[config.mk]
export PLATFORM = sky130hd
export DESIGN_NAME = nmac_port_arbiter
export DESIGN_NICKNAME = d
export VERILOG_FILES = /design/src/rtl/nmac_pkt_pkg.sv /design/src/rtl/nmac_rr_picker.sv /design/src/rtl/nmac_port_arbiter.sv
export SDC_FILE = /design/constraint.sdc
export NUM_CORES = 1
export LEC_CHECK = 0
export BUFFER_PORTS_ARGS = -buffer_cell sky130_fd_sc_hd__buf_2
export CORE_AREA = 2 2 306 308
export DETAILED_ROUTE_END_ITERATION = 10
export DIE_AREA = 0 0 308 310
export GPL_ROUTABILITY_DRIVEN = 1
export GPL_TIMING_DRIVEN = 0
export PLACE_DENSITY_LB_ADDON = 0.3
export SYNTH_ARGS = -nofsm -noshare
export SYNTH_HDL_FRONTEND = slang
export SYNTH_SLANG_ARGS = --single-unit
[constraint.sdc]
create_clock -name clk -period 4.91 [get_ports clk]
set_input_delay 1.2275 -clock clk [delete_from_list [all_inputs] [get_ports clk]]
set_output_delay 1.2275 -clock clk [all_outputs]
set_load 0.01 [all_outputs]
[src/rtl/nmac_pkt_pkg.sv]
// Shared types and constants for the ingress-port arbiter: packet word width,
// word-type codes and the scheduler state encoding.
package nmac_pkt_pkg;

  localparam int PKT_W     = 139;
  localparam int MAX_PORTS = 8;
  localparam int GRANT_W   = 3;

  localparam logic [2:0] TYPE_HDR  = 3'b101;
  localparam logic [2:0] TYPE_MID  = 3'b100;
  localparam logic [2:0] TYPE_TAIL = 3'b110;
  localparam logic [2:0] TYPE_ONE  = 3'b111;

  typedef enum logic [1:0] {
    IDLE = 2'd0,
    SEND = 2'd1,
    DROP = 2'd2
  } state_t;

  function automatic logic is_last_word(input logic [2:0] t);
    return (t == TYPE_TAIL) || (t == TYPE_ONE);
  endfunction

endpackage

[src/rtl/nmac_rr_picker.sv]
// Rotate-priority picker: first requesting port after rr_ptr, wrapping at NUM_PORTS.
module nmac_rr_picker
  import nmac_pkt_pkg::*;
#(
  parameter int NUM_PORTS = 4
) (
  input  logic [NUM_PORTS-1:0] req,
  input  logic [GRANT_W-1:0]   rr_ptr,
  output logic                 found,
  output logic [GRANT_W-1:0]   sel
);

  // Zero-extended so any 3-bit index is in range regardless of NUM_PORTS.
  logic [MAX_PORTS-1:0] req_ext;
  assign req_ext = MAX_PORTS'(req);

  // Walk from farthest to nearest so the nearest requester after rr_ptr wins.
  always_comb begin
    found = 1'b0;
    sel   = '0;
    for (int i = NUM_PORTS; i >= 1; i--) begin
      if (req_ext[GRANT_W'((int'(rr_ptr) + i) % NUM_PORTS)]) begin
        found = 1'b1;
        sel   = GRANT_W'((int'(rr_ptr) + i) % NUM_PORTS);
      end
    end
  end

endmodule

[src/rtl/nmac_port_arbiter.sv]
// Round-robin merge of CRC-checked ingress packet FIFOs into one output stream;
// good packets are forwarded whole, bad ones drained and counted per port.
module nmac_port_arbiter
  import nmac_pkt_pkg::*;
#(
  parameter int         NUM_PORTS   = 4,
  parameter logic [7:0] FULL_THRESH = 8'd161,
  parameter int         CNT_W       = 16
) (
  input  logic                       clk,
  input  logic                       reset,
  input  logic [NUM_PORTS*PKT_W-1:0] in_pkt_q,
  output logic [NUM_PORTS-1:0]       in_pkt_rdreq,
  input  logic [NUM_PORTS-1:0]       in_valid_q,
  input  logic [NUM_PORTS-1:0]       in_valid_empty,
  output logic [NUM_PORTS-1:0]       in_valid_rdreq,
  input  logic [7:0]                 out_pkt_usedw,
  output logic                       out_pkt_wrreq,
  output logic [PKT_W-1:0]           out_pkt,
  output logic                       out_valid_wrreq,
  output logic                       out_valid,
  output logic [GRANT_W-1:0]         grant,
  output logic                       busy,
  output logic                       framing_err,
  output logic [NUM_PORTS*CNT_W-1:0] drop_cnt
);

  state_t                          state, next_state;
  logic [GRANT_W-1:0]              rr_ptr, pick_sel;
  logic                            pick_found, start, first_word;
  logic [PKT_W-1:0]                heads [MAX_PORTS];
  logic [PKT_W-1:0]                head;
  logic [2:0]                      head_type;
  logic                            tail_hit;
  logic [MAX_PORTS-1:0]            valid_ext;
  logic [NUM_PORTS-1:0][CNT_W-1:0] cnt_q;

  for (genvar p = 0; p < MAX_PORTS; p++) begin : g_head
    if (p < NUM_PORTS) begin : g_live
      assign heads[p] = in_pkt_q[p*PKT_W +: PKT_W];
    end else begin : g_pad
      assign heads[p] = '0;
    end
  end

  assign valid_ext = MAX_PORTS'(in_valid_q);
  assign head      = heads[grant];
  assign head_type = head[PKT_W-1 -: 3];
  assign tail_hit  = is_last_word(head_type);
  assign drop_cnt  = cnt_q;

  nmac_rr_picker #(.NUM_PORTS(NUM_PORTS)) u_picker (
    .req    (~in_valid_empty),
    .rr_ptr (rr_ptr),
    .found  (pick_found),
    .sel    (pick_sel)
  );

  // A verdict implies the whole packet is resident, so the only gate is downstream headroom.
  assign start = (state == IDLE) && pick_found && (out_pkt_usedw < FULL_THRESH);

  always_ff @(posedge clk or negedge reset) begin
    if (!reset) state <= IDLE;
    else        state <= next_state;
  end

  always_comb begin
    next_state = state;
    unique case (state)
      IDLE:       if (start) next_state = valid_ext[pick_sel] ? SEND : DROP;
      SEND, DROP: if (tail_hit) next_state = IDLE;
      default:    next_state = IDLE;
    endcase
  end

  always_comb begin
    in_pkt_rdreq   = '0;
    in_valid_rdreq = '0;
    for (int p = 0; p < NUM_PORTS; p++) begin
      in_pkt_rdreq[p]   = (state != IDLE) && (grant == GRANT_W'(p));
      in_valid_rdreq[p] = start && (pick_sel == GRANT_W'(p));
    end
  end

  always_ff @(posedge clk or negedge reset) begin
    if (!reset) begin
      out_pkt_wrreq   <= 1'b0;
      out_pkt         <= '0;
      out_valid_wrreq <= 1'b0;
      out_valid       <= 1'b0;
      grant           <= '0;
      rr_ptr          <= GRANT_W'(NUM_PORTS - 1);
      busy            <= 1'b0;
      framing_err     <= 1'b0;
      first_word      <= 1'b0;
      cnt_q           <= '0;
    end else begin
      out_pkt_wrreq   <= 1'b0;
      out_valid_wrreq <= 1'b0;
      out_valid       <= 1'b0;
      busy            <= (next_state != IDLE);
      if (start) begin
        grant      <= pick_sel;
        rr_ptr     <= pick_sel;
        first_word <= 1'b1;
      end
      if (state == SEND) begin
        out_pkt       <= head;
        out_pkt_wrreq <= 1'b1;
        first_word    <= 1'b0;
        if (!first_word && head_type == TYPE_HDR) framing_err <= 1'b1;
        if (tail_hit) begin
          out_valid_wrreq <= 1'b1;
          out_valid       <= 1'b1;
        end
      end
      if (state == DROP) first_word <= 1'b0;
      for (int p = 0; p < NUM_PORTS; p++) begin
        if (state == DROP && tail_hit && grant == GRANT_W'(p) && cnt_q[p] != '1)
          cnt_q[p] <= cnt_q[p] + 1'b1;
      end
    end
  end

endmodule

### Yosys cells after proc, flatten, opt, wreduce, memory -nomap -nowiden

Cells that the tools add are included.

* add/subtract/negate cells: 8
* $lt $le $gt $ge: 7
* equality and inequality tests: 15
* muxes and demuxes: 35
* bitwise operators: 6
* reduce and logical (&&, ||, !) cells: 34

Operators with widths (count)
* 139-bit binary-select mux with 3-bit select: 1
* 139-bit two-way mux: 2
* 16-bit by 1-bit adder with 16-bit output (second input constant): 4
* 16-bit inequality test (second input constant): 4
* 1-bit logical AND: 20
* 3-bit by 5-bit less-than comparator with 1-bit output (second input constant): 4
* 1-bit two-way mux: 19
* 1-bit binary-select mux with 3-bit select: 5
* 3-bit by 2-bit equality test with 1-bit output (second input constant): 4
* 3-bit two-way mux: 4
* 2-bit OR reduction: 5
* 3-bit equality test (second input constant): 3
* 8-bit less-than comparator (second input constant): 1
* 3-bit by 1-bit equality test with 1-bit output (second input constant): 2
* 3-bit zero test: 2
* 2-bit two-way mux: 3
* 2-bit by 1-bit adder with 2-bit output (second input constant): 2
* 2-bit adder (second input constant): 2
* 1-bit AND (first input constant): 4
* 4-bit >= comparator (second input constant): 1
* 3-bit by 4-bit less-than comparator with 1-bit output (second input constant): 1
* 3-bit NOT with 4-bit output: 1
* 4-bit NOT: 1
* 2-bit one-hot mux with 2 select lines: 1
* 8 further kinds: 9

* register bits: 215
* output and inout bits: 219
* word-level logic and storage cells: 118

### Longest topological paths before layout

Gate-level depths: netlist of run 1.

* depth after elaboration: 16
* mapped depth: 8
* gate-level depth less buffers: 7

### By module

Synthesis of run 1 repeated with hierarchy kept, for this count alone.

* cells, all modules: 1134
* area, all modules: 12659.6 sq um

By module, submodules not included
* nmac_port_arbiter: times used 1, cells each 1118, area an instance 12557.0 sq um, sequential area each 5382.7 sq um
* nmac_rr_picker: times used 1, cells each 16, area an instance 102.6 sq um, sequential area each 0.0 sq um

### Worst setup path before layout of run 1

No wires, ideal clock.

* path type: input to output
* from: input port out_pkt_usedw[4]
* to: output port in_valid_rdreq[0]
* arrival: 2522 ps
* required time: 3683 ps
* slack: 1160 ps
* cell stages on the path: 4
* cells stage by stage: or3_1 o311a_1 or3_1 nor2_1

* word-level cells in the longest chain between the ends: 3

RTL lines
* from (decl): RTL line nmac_port_arbiter.sv:17 `input logic [7:0] out_pkt_usedw,`
* 8-bit less-than comparator: RTL line nmac_port_arbiter.sv:60 `assign start = (state == IDLE) && pick_found && (out_pkt_usedw < FULL_THRESH);`
* 1-bit logical AND: RTL line nmac_port_arbiter.sv:60
* 1-bit logical AND: RTL line nmac_port_arbiter.sv:81 `in_valid_rdreq[p] = start && (pick_sel == GRANT_W'(p));`
* to (decl): RTL line nmac_port_arbiter.sv:16 `output logic [NUM_PORTS-1:0] in_valid_rdreq,`

Every way passes these cells.

### Worst setup path after layout of run 1

* from: register grant[1]
* to: output port in_pkt_rdreq[2]

* word-level cells in the longest chain between the ends: 2

RTL lines
* from (decl): RTL line nmac_port_arbiter.sv:22 `output logic [GRANT_W-1:0] grant,`
* from (signal assigned): RTL line nmac_port_arbiter.sv:103 `grant <= pick_sel;`
* 3-bit by 2-bit equality test with 1-bit output: RTL line nmac_port_arbiter.sv:80 `in_pkt_rdreq[p] = (state != IDLE) && (grant == GRANT_W'(p));`
* 1-bit logical AND: RTL line nmac_port_arbiter.sv:80
* to (decl): RTL line nmac_port_arbiter.sv:13 `output logic [NUM_PORTS-1:0] in_pkt_rdreq,`

Every way passes these cells.

==> impl_metrics.py, run 1 <==
metrics = {
    "setup_path": {
        "setup.worst_path.start_class": "flip-flop",
        "cpPeakStageDelay_ns": 0.75,
        "path_class": "reg -> out",
        "cp.required_ns": 3.68,
        "crit_path_end_kind": "output pin",
        "crit_slowest_cell": "buf_1",
        "cp.arrival_ns": 3.10,
        "cp_max_fo": 10,
        "crit_top_cell": "buf_2",
        "critical_path.cell_chain": "buf_2 > buf_2 > buf_1 > nor3b_1 > buf_2",
    },
    "yosys": {
        "yosysUniqueCellTypes": 65,
        "synth_edf_count": 0,
        "syn_area_mm2": 0.0121,
        "async_reset_ff_share_pct": 100,
        "ys_warn_count": 0,
        "ys_top_cells_by_area": "dfrtp_1 44%, mux4_2 26%, mux2_2 13%",
        "synth_flop_cell": "dfrtp_1",
        "synth.top_cell.area_share_pct": 43.7,
        "synth-seq-area-share_pct": 44.2,
        "synthCells": 811,
        "synth_seq_cells": 214,
        "synth_top_cell_by_area": "dfrtp_1",
        "syn_avg_cell_area_um2": 15.0,
        "synth_fp_nets": 1393,
    },
    "placed_design": {
        "pre_cts_ws_ns": 0.845,
        "dpl.hpwl_um": 48300,
        "post-place-cells": 2801,
        "place_congestion": 0.975,
        "port_buffers": 791,
    },
    "cells_and_area": {
        "fillers": 10119,
        "synthToLayoutAreaGrowth_pct": 53.6,
        "layout_commonest_cell": "buf_2",
        "final_cell_count_no_fill": 2853,
        "final_cell_mix": "806 x buf_2, 212 x dfrtp_1, 144 x mux2_2",
        "drive_gt1_share_pct": 70.1,
        "fin_nets": 2216,
    },
    "min_path": {
        "hp-class": "in -> async",
    },
    "floorplanning": {
        "fp.dieArea_mm2": 0.0955,
        "die_h_um": 310,
        "rows": 112,
        "core-area_mm2": 0.0925,
        "die_width_um": 308,
        "start_util_pct": 13.1,
        "boundaryPins": 793,
    },
    "clock_tree": {
        "cts_tree": "yes",
        "cts_buffer_depth": 3,
        "post_cts_buffers": 0,
        "htreeDepth": 1,
        "cts_hold_buf": 0,
        "clk_pin_slew_ns": 0.06,
        "cts_root_buf": "clkbuf_16",
        "cts.sinks": 214,
        "ctsResizeCount": 0,
        "worstSkewPairLatency_ns": 0.58,
        "cts_buffers": 28,
    },
    "global_route": {
        "grt_pass1_vias": 11300,
        "grt.total_usage_pct": 11.4,
        "grt_max_degree": 108,
        "antenna_found_initial": 16,
        "grt_overflow": 0,
        "grt_pass1_wl_um": 79700,
    },
    "run": {
        "drv_cap": 0,
    },
    "sta": {
        "final.setup.worst_slack_ns": 0.583,
        "fmax_mhz": 231,
        "finalCriticalPeriod_ns": 4.33,
        "period_share_pct": 88.1,
        "hold_viol_final": 0,
        "fin_worst_skew_ns": 0.0292,
        "finalSetupViolations": 0,
        "setup_tns_ns": 0,
        "max_slew_margin_pct": 17.2,
        "tightest_slew_ns": 1.24,
        "timing.final.max_slew_violations": 0,
        "rsz0062_at_grt": "no",
    },
    "route": {
        "viasPerCell": 3.84,
        "ant_nets": 0,
        "post_drt_wl_per_cell_um": 20.3,
        "drc": 0,
        "routed-via-count": 10955,
        "drt-pass1-iter-count": 5,
        "drt_iter0_drc": 537,
        "totalWireLength_um": 57900,
    },
    "power": {
        "fin_total_pwr_w": 0.0101,
        "vdd_ir_drop_max_mv": 0.273,
        "p_per_area_mw_per_mm2": 541,
        "p_leak_nw": 8.64,
    },
    "run_status": {
        "status": "finished, final reports clean",
    },
}
==> Yosys cell counts, types with 3 or more instances <==
library cell  count
nor3_1           13
mux2_2          144
nand4_1          20
xor2_1           16
nor4_1            6
nand3_1          24
ha_1              8
nand2_1          27
buf_1             4
inv_1            14
a21oi_1           3
buf_2            16
nor2_1           20
xnor2_1          39
mux4_2          139
clkbuf_1         27
nand2b_1          3
nor3b_1           3
o21a_1            3
and3_1           13
and4_1            3
o21ai_0           4
dfrtp_1         212
or3_1             3
buf_4             3
==> power by group <==
part / total [W] / internal, W / switching, W
sequential: 0.00284 / 0.00245 / 0.000390
combinational: 0.00504 / 0.00253 / 0.00251
clock: 0.00220 / 0.00135 / 0.000848
total: 0.0101 / 0.00633 / 0.00375
==> final timing paths <==
kind	to	depth (start not counted)	start	slack, ns
setup / recovery	in_pkt_rdreq[2]	5	grant[1]$_DFFE_PN0N_	0.58
hold / removal	drop_cnt[32]$_DFFE_PN0P_	1	reset	0.49
setup reg to reg	out_pkt[135]$_DFFE_PN0P_	6	state[1]$_DFF_PN0_	1.31
hold reg to reg	drop_cnt[7]$_DFFE_PN0P_	1	drop_cnt[7]$_DFFE_PN0P_	0.49
max in group asynchronous	drop_cnt[56]$_DFFE_PN0P_	2	reset	3.46
min in group clk	drop_cnt[7]$_DFFE_PN0P_	1	drop_cnt[7]$_DFFE_PN0P_	0.49
==> registers in the layout (all words and copies together) (netlist names), 2 cells and up <==
signal and count:
rr_ptr 2, drop_cnt 64, state 2, grant 2, out_pkt 139
==> worst max-delay path, delay by kind of cell (launching register included) <==
kind                   cells  cell delay [ns]
and+or+nand+nor            1             0.25
DFF                        1             0.42
buffers and inverters      4             1.82
==> routing by layer <==
layer	track usage, %	share of wire, %	up-vias	wire, um
met5	0	0.098	-	57
met4	2.84	2.2	10	1260
met3	3.28	8.0	64	4610
met2	18.4	47	498	27400
met1	14.9	42	5549	24600
li1	-	-	4834	-
==> layout make-up <==
| type | count | area, um2 | share of cell area, % |
|---|---|---|---|
| Antenna cell | 2 | 5.00 | 0.0269 |
| Buffer | 51 | 230 | 1.24 |
| Clock buffer | 37 | 806 | 4.32 |
| Clock inverter | 13 | 170 | 0.913 |
| Inverter | 14 | 52.6 | 0.282 |
| Multi-Input combinational cell | 532 | 6490 | 34.8 |
| Sequential cell | 214 | 5360 | 28.7 |
| Tap cell | 1197 | 1500 | 8.04 |
| Timing Repair Buffer | 793 | 4020 | 21.6 |
==> kinds of logic after synthesis <==
logic type / count (synthesis) / share of synthesized area (%)
AND/OR/NAND/NOR: 152 / 7.06
adder cells (fa/ha/maj): 8 / 0.825
XOR/XNOR: 56 / 4.10
buffers and inverters: 65 / 2.33
AO/OA/AOI/OAI: 29 / 2.07
flip-flops: 214 / 44.2
multiplexers: 286 / 39.4
other: 1 / 0.0309
==> metrics by stage <==
step | utilization [%] | area (um2) | hold slack [ns]
floorplan | - | 12100 | 0.479
global placement | 19.0 | 17600 | 0.481
detailed placement | 19.1 | 17700 | 0.484
CTS | 20.1 | 18600 | 0.430
global route | 20.1 | 18600 | 0.450
finish | 20.2 | 18600 | 0.485
(Power assumes the default switching activity.)
==> inputs of run 2 (changes only) <==
==> constraint.sdc (replaced) <==
create_clock -name clk -period 4.91 [get_ports clk]
set_input_delay 0.491 -clock clk [delete_from_list [all_inputs] [get_ports clk]]
set_output_delay 0.491 -clock clk [all_outputs]
set_load 0.01 [all_outputs]
==> impl_metrics.py, run 2 (synthesized netlist as in run 1, its figures left out) <==
metrics = {
    "floorplanning": {
        "boundaryPins": 793,
        "core-area_mm2": 0.0925,
        "die_width_um": 308,
        "fp.dieArea_mm2": 0.0955,
        "rows": 112,
        "die_h_um": 310,
        "start_util_pct": 13.1,
    },
    "route": {
        "drt-pass1-iter-count": 5,
        "drc": 0,
        "drt-met1-wl_um": 24400,
        "viasPerCell": 3.85,
        "route.met3.wl_um": 4800,
        "drt_iter0_drc": 486,
        "routed.top_layer": "met5",
        "wl_met2_um": 27300,
        "post_drt_wl_per_cell_um": 20.3,
        "ant_nets": 0,
        "totalWireLength_um": 57900,
        "routed-via-count": 11011,
    },
    "sta": {
        "timing.final.max_slew_violations": 0,
        "finalSetupViolations": 0,
        "period_share_pct": 73.7,
        "fin_worst_skew_ns": 0.0284,
        "hold_viol_final": 0,
        "rsz0062_at_grt": "no",
        "finalCriticalPeriod_ns": 3.62,
        "max_slew_margin_pct": 17.3,
        "fmax_mhz": 276,
        "hold_slack_ns": 0.283,
        "tightest_slew_ns": 1.24,
    },
    "cells_and_area": {
        "fin_nets": 2217,
        "synthToLayoutAreaGrowth_pct": 53.7,
        "final_core_util_pct": 20.2,
        "layout_commonest_cell": "buf_2",
        "seq_area_mm2": 0.00536,
        "final_cell_mix": "806 x buf_2, 212 x dfrtp_1, 144 x mux2_2",
        "fillers": 10120,
        "largest_reg_flops": 139,
        "multi_input_area_mm2": 0.00649,
        "drive_gt1_share_pct": 70.1,
        "largest_register": "out_pkt",
        "final_cell_count_no_fill": 2857,
    },
    "setup_path": {
        "crit_path_end_kind": "output pin",
        "cp.arrival_ns": 3.13,
        "cp_max_fo": 10,
        "crit_family": "buffers and inverters",
        "path_class": "reg -> out",
        "cp_num_buf_inv": 4,
        "critical_path.cell_chain": "buf_2 > buf_2 > buf_1 > nor3b_1 > buf_2",
        "crit_top_cell": "buf_2",
        "crit_slowest_cell": "buf_1",
        "cpPeakStageDelay_ns": 0.75,
        "cp.required_ns": 4.42,
        "setup.worst_path.start_class": "flip-flop",
    },
    "power": {
        "p_per_area_mw_per_mm2": 540,
        "p_leak_nw": 8.65,
        "vdd_ir_drop_max_mv": 0.273,
    },
    "clock_tree": {
        "cts.sinks": 214,
        "clk_pin_slew_ns": 0.06,
        "cts_buffers": 28,
        "worstSkewPairLatency_ns": 0.58,
        "cts_tree": "yes",
        "cts_root_buf": "clkbuf_16",
        "cts_buffer_depth": 3,
        "post_cts_buffers": 0,
        "htreeDepth": 1,
    },
    "placed_design": {
        "dpl.hpwl_um": 48300,
        "post-place-cells": 2801,
        "place_congestion": 0.975,
        "port_buffers": 791,
    },
    "global_route": {
        "grt_max_degree": 108,
        "grt_pass1_vias": 11302,
        "grt.total_usage_pct": 11.4,
        "grt_pass1_wl_um": 79700,
        "grt_overflow": 0,
        "antenna_found_initial": 16,
    },
    "run": {
        "drv_cap": 0,
    },
    "min_path": {
        "hp-class": "in -> reg",
    },
    "run_status": {
        "status": "finished, final reports clean",
    },
}
[run 2: cell count changes in the layout (fill, tap and decap cells not counted)]
cell           previous run  this run
dlygate4sd3_1             0         1
diode_2                   2         5
[run 2: where the power goes]
group | switching, W | leakage [nW] | internal [W]
Clock | 0.000845 | 0.481 | 0.00135
Sequential | 0.000391 | 2.62 | 0.00245
Combinational | 0.00251 | 5.55 | 0.00253
[run 2: per-stage QoR]
step	total power (W)	setup WS (ns)	setup TNS (ns)	area, um2
finish	0.0101	1.29	0	18700
global route	0.0107	0.938	0	18600
CTS	0.0103	0.949	0	18600
global placement	0.00796	-0.717	-135.01	17600
detailed placement	0.00802	1.11	0	17700
floorplan	0.00589	2.63	0	12100
[run 2: area by class of cell]
class	instances	area share (%)
Inverter	14	0.282
Clock buffer	37	4.32
Sequential cell	214	28.7
Antenna cell	5	0.0671
Timing Repair Buffer	794	21.6
Tap cell	1197	8.03
Multi-Input combinational cell	532	34.8
Clock inverter	13	0.912
Buffer	51	1.23
[run 2: worst paths after layout]
kind,cells past startpoint,start,end,slack [ns]
setup / recovery,5,grant[1]$_DFFE_PN0N_,in_pkt_rdreq[2],1.29
hold / removal,4,in_valid_q[0],state[1]$_DFF_PN0_,0.28
setup reg to reg,6,state[1]$_DFF_PN0_,out_pkt[135]$_DFFE_PN0P_,1.31
hold reg to reg,1,drop_cnt[7]$_DFFE_PN0P_,drop_cnt[7]$_DFFE_PN0P_,0.49
max in group asynchronous,3,reset,drop_cnt[55]$_DFFE_PN0P_,3.57
min in group asynchronous,2,reset,drop_cnt[32]$_DFFE_PN0P_,0.36
[run 2: repair_timing]
item,CTS,global route
hold buffers,1,0
gates resized for setup,0,0
hold endpoints to repair,20,0
[run 2: tightest hold or removal path, delay by kind of cell]
family / cells / cell delay, ns
buf+inv: 2 / 0.16
compound gates: 2 / 0.17
[run 2: layer usage]
layer  up-vias  GRT usage, %
li1       4843             -
met3        70          3.28
met4        10          2.84
met2       514          18.4
met1      5574          14.9
met5         -             0
==> inputs of run 3 (changes only) <==
--- a/config.mk
+++ b/config.mk
@@ -5,10 +5,11 @@
 export SDC_FILE = /design/constraint.sdc
 export NUM_CORES = 1
 export LEC_CHECK = 0
+export ABC_AREA = 1
 export BUFFER_PORTS_ARGS = -buffer_cell sky130_fd_sc_hd__buf_2
-export CORE_AREA = 2 2 306 308
+export CORE_AREA = 2 2 310 312
 export DETAILED_ROUTE_END_ITERATION = 10
-export DIE_AREA = 0 0 308 310
+export DIE_AREA = 0 0 312 314
 export GPL_ROUTABILITY_DRIVEN = 1
 export GPL_TIMING_DRIVEN = 0
 export PLACE_DENSITY_LB_ADDON = 0.3
==> constraint.sdc (replaced) <==
create_clock -name clk -period 2.9 [get_ports clk]
set_input_delay 0.29 -clock clk [delete_from_list [all_inputs] [get_ports clk]]
set_output_delay 0.29 -clock clk [all_outputs]
set_load 0.01 [all_outputs]
==> impl_metrics.py, run 3 <==
metrics = {
    "run": {
        "drv_cap": 0,
    },
    "floorplanning": {
        "start_util_pct": 12.6,
        "fp.dieArea_mm2": 0.0980,
        "core-area_mm2": 0.0944,
        "rows": 113,
        "die_h_um": 314,
        "die_width_um": 312,
        "boundaryPins": 793,
    },
    "yosys": {
        "synth_seq_cells": 214,
        "syn_area_mm2": 0.0119,
        "synth_common_cells": "529 x nand2_1, 212 x dfrtp_1, 164 x nor2_1, 145 x a22oi_1, 86 x clkbuf_1",
        "yosysUniqueCellTypes": 38,
        "synth.top_cell.area_share_pct": 44.5,
        "synth_top_cell_by_area": "dfrtp_1",
        "synthCells": 1527,
        "async_reset_ff_share_pct": 100,
        "synth_edf_count": 0,
        "ys_warn_count": 0,
        "syn_avg_cell_area_um2": 7.80,
        "post-synth-top-count-cell": "nand2_1",
        "synth_fp_nets": 2109,
        "ys_top_cells_by_area": "dfrtp_1 45%, nand2_1 17%, a22oi_1 9.1%",
        "synth_flop_cell": "dfrtp_1",
        "synth-seq-area-share_pct": 45.0,
    },
    "route": {
        "post_drt_wl_per_cell_um": 21.1,
        "ant_nets": 0,
        "drc": 0,
        "drt_iter0_drc": 857,
        "totalWireLength_um": 81900,
        "routed-via-count": 15786,
        "drt-pass1-iter-count": 6,
        "viasPerCell": 4.07,
    },
    "cells_and_area": {
        "fillers": 10725,
        "multi_input_area_mm2": 0.00594,
        "drive_gt1_share_pct": 33.8,
        "fin_nets": 3168,
        "synthToLayoutAreaGrowth_pct": 75.2,
        "largest_reg_flops": 139,
        "layout_commonest_cell": "buf_2",
        "largest_register": "out_pkt",
        "final_cell_mix": "793 x buf_2, 528 x nand2_1, 234 x dlygate4sd3_1",
        "seq_area_mm2": 0.00536,
    },
    "setup_path": {
        "crit_top_cell": "nand2_1",
        "cp_max_fo": 10,
        "cpPeakStageDelay_ns": 0.66,
        "path_class": "reg -> reg",
        "crit_slowest_cell": "buf_2",
        "critical_path.cell_chain": "nand2_1 > inv_1 > buf_2 > clkbuf_1 > nand2_1 > nand4_1 > nand2_1 > nand2_1",
        "crit_path_end_kind": "flip-flop",
        "ff2ff_path_depth": 8,
        "cp.required_ns": 3.42,
        "setup.worst_path.start_class": "flip-flop",
        "cp.arrival_ns": 3.24,
    },
    "clock_tree": {
        "cts_buffer_depth": 3,
        "htreeDepth": 1,
        "cts_tree": "yes",
        "clk_pin_slew_ns": 0.06,
        "cts.sinks": 214,
        "cts_root_buf": "clkbuf_16",
        "worstSkewPairLatency_ns": 0.60,
        "cts_buffers": 28,
    },
    "power": {
        "p_leak_nw": 9.79,
        "p_per_area_mw_per_mm2": 914,
        "vdd_ir_drop_max_mv": 0.454,
    },
    "sta": {
        "setup_tns_ns": 0,
        "hold_slack_ns": 0.0428,
        "period_share_pct": 93.8,
        "tightest_slew_ns": 1.15,
        "hold_viol_final": 0,
        "fmax_mhz": 368,
        "fin_worst_skew_ns": 0.0310,
        "max_slew_margin_pct": 23.4,
        "finalCriticalPeriod_ns": 2.72,
        "rsz0062_at_grt": "no",
        "timing.final.max_slew_violations": 0,
        "finalSetupViolations": 0,
    },
    "global_route": {
        "grt.total_usage_pct": 15.9,
        "antenna_found_initial": 14,
        "grt_overflow": 0,
        "grt_pass1_wl_um": 113000,
        "grt_pass1_vias": 15986,
        "grt_max_degree": 101,
    },
    "placed_design": {
        "port_buffers": 791,
        "place_congestion": 0.894,
        "dpl.hpwl_um": 67200,
    },
    "min_path": {
        "hold_path_depth": 3,
        "hp-class": "in -> reg",
    },
    "run_status": {
        "status": "finished, final reports clean",
    },
}
## run 3: cell types whose count changed after synthesis, moves of 25 or more
cell,before,now
a22oi_1,0,145
a31oi_1,0,42
a41oi_1,1,60
clkbuf_1,27,86
inv_1,14,60
mux2_2,144,0
mux4_2,139,0
nand2_1,27,529
nand4_1,20,45
nor2_1,20,164
## run 3: per-stage QoR
step	setup slack (ns)	area, um2	total power (W)	utilization, %	std cells
CTS	0.00861	20800	0.0194	22.0	3871
global placement	-2.74	17500	0.0155	18.5	3583
detailed placement	-0.977	17600	0.0155	18.6	3586
global route	0.000907	20900	0.0204	22.1	3877
floorplan	0.951	11900	0.00986	-	1527
finish	0.180	20900	0.0191	22.1	3881
## run 3: power by group
| group | switching [W] | leakage, nW | internal, W |
|---|---|---|---|
| combinational | 0.00733 | 6.81 | 0.00341 |
| clock | 0.00142 | 0.434 | 0.00201 |
| sequential | 0.000748 | 2.55 | 0.00416 |
## run 3: final timing paths
check	end	slack, ns	startpoint
max in group asynchronous	out_pkt[78]$_DFFE_PN0P_	1.92	reset
setup reg to reg	out_pkt[5]$_DFFE_PN0P_	0.18	grant[0]$_DFFE_PN0N_
hold reg to reg	framing_err$_DFFE_PN0P_	0.46	first_word$_DFFE_PN0P_
min in group asynchronous	drop_cnt[11]$_DFFE_PN0P_	0.14	reset
hold / removal	out_pkt[73]$_DFFE_PN0P_	0.04	in_pkt_q[212]
setup / recovery	out_pkt[5]$_DFFE_PN0P_	0.18	grant[0]$_DFFE_PN0N_
## run 3: final cells by class
cell class | instances | area share (%)
Timing Repair Buffer | 1031 | 30.8
Tap cell | 1265 | 7.59
Multi-Input combinational cell | 1150 | 28.5
Sequential cell | 214 | 25.7
Buffer | 96 | 2.00
Inverter | 65 | 1.17
Clock buffer | 45 | 3.96
Antenna cell | 9 | 0.108
Clock inverter | 6 | 0.264
## run 3: cells by family (layout without fill, tap and decap cells)
logic type	count (synthesis)	count (layout)	synth area share, %
AOI/OAI and AO/OA	280	280	17.3
and+or+nand+nor	806	806	27.5
DFF	214	214	45.0
other	1	10	0.0315
buffers and inverters	163	1243	5.28
xor gates and xnor gates	55	55	4.04
adders and majority gates	8	8	0.840
## run 3: worst max-delay path, delay by kind of cell (launching register included)
family,cells,cell delay (ns)
buffers and inverters,3,1.51
flip-flops,1,0.52
AND/OR/NAND/NOR,5,0.60
## run 3: what timing repair did
action | CTS | global route
hold buffers | 234 | 0
pin swaps | 0 | 0
endpoints found under the setup margin | 144 | 10
gates resized for setup | 17 | 12
buffers inserted | 0 | 3
hold endpoints to repair | 314 | 0
gates cloned | 0 | 0
## run 3: routing by layer
layer  global-route usage (%)  wire length, um  vias up
met5                        0               21        -
met4                     5.26             3010        4
met3                     3.57             5620      143
met2                     26.7            38900      732
met1                     20.0            34300     7525
li1                         -                -     7382
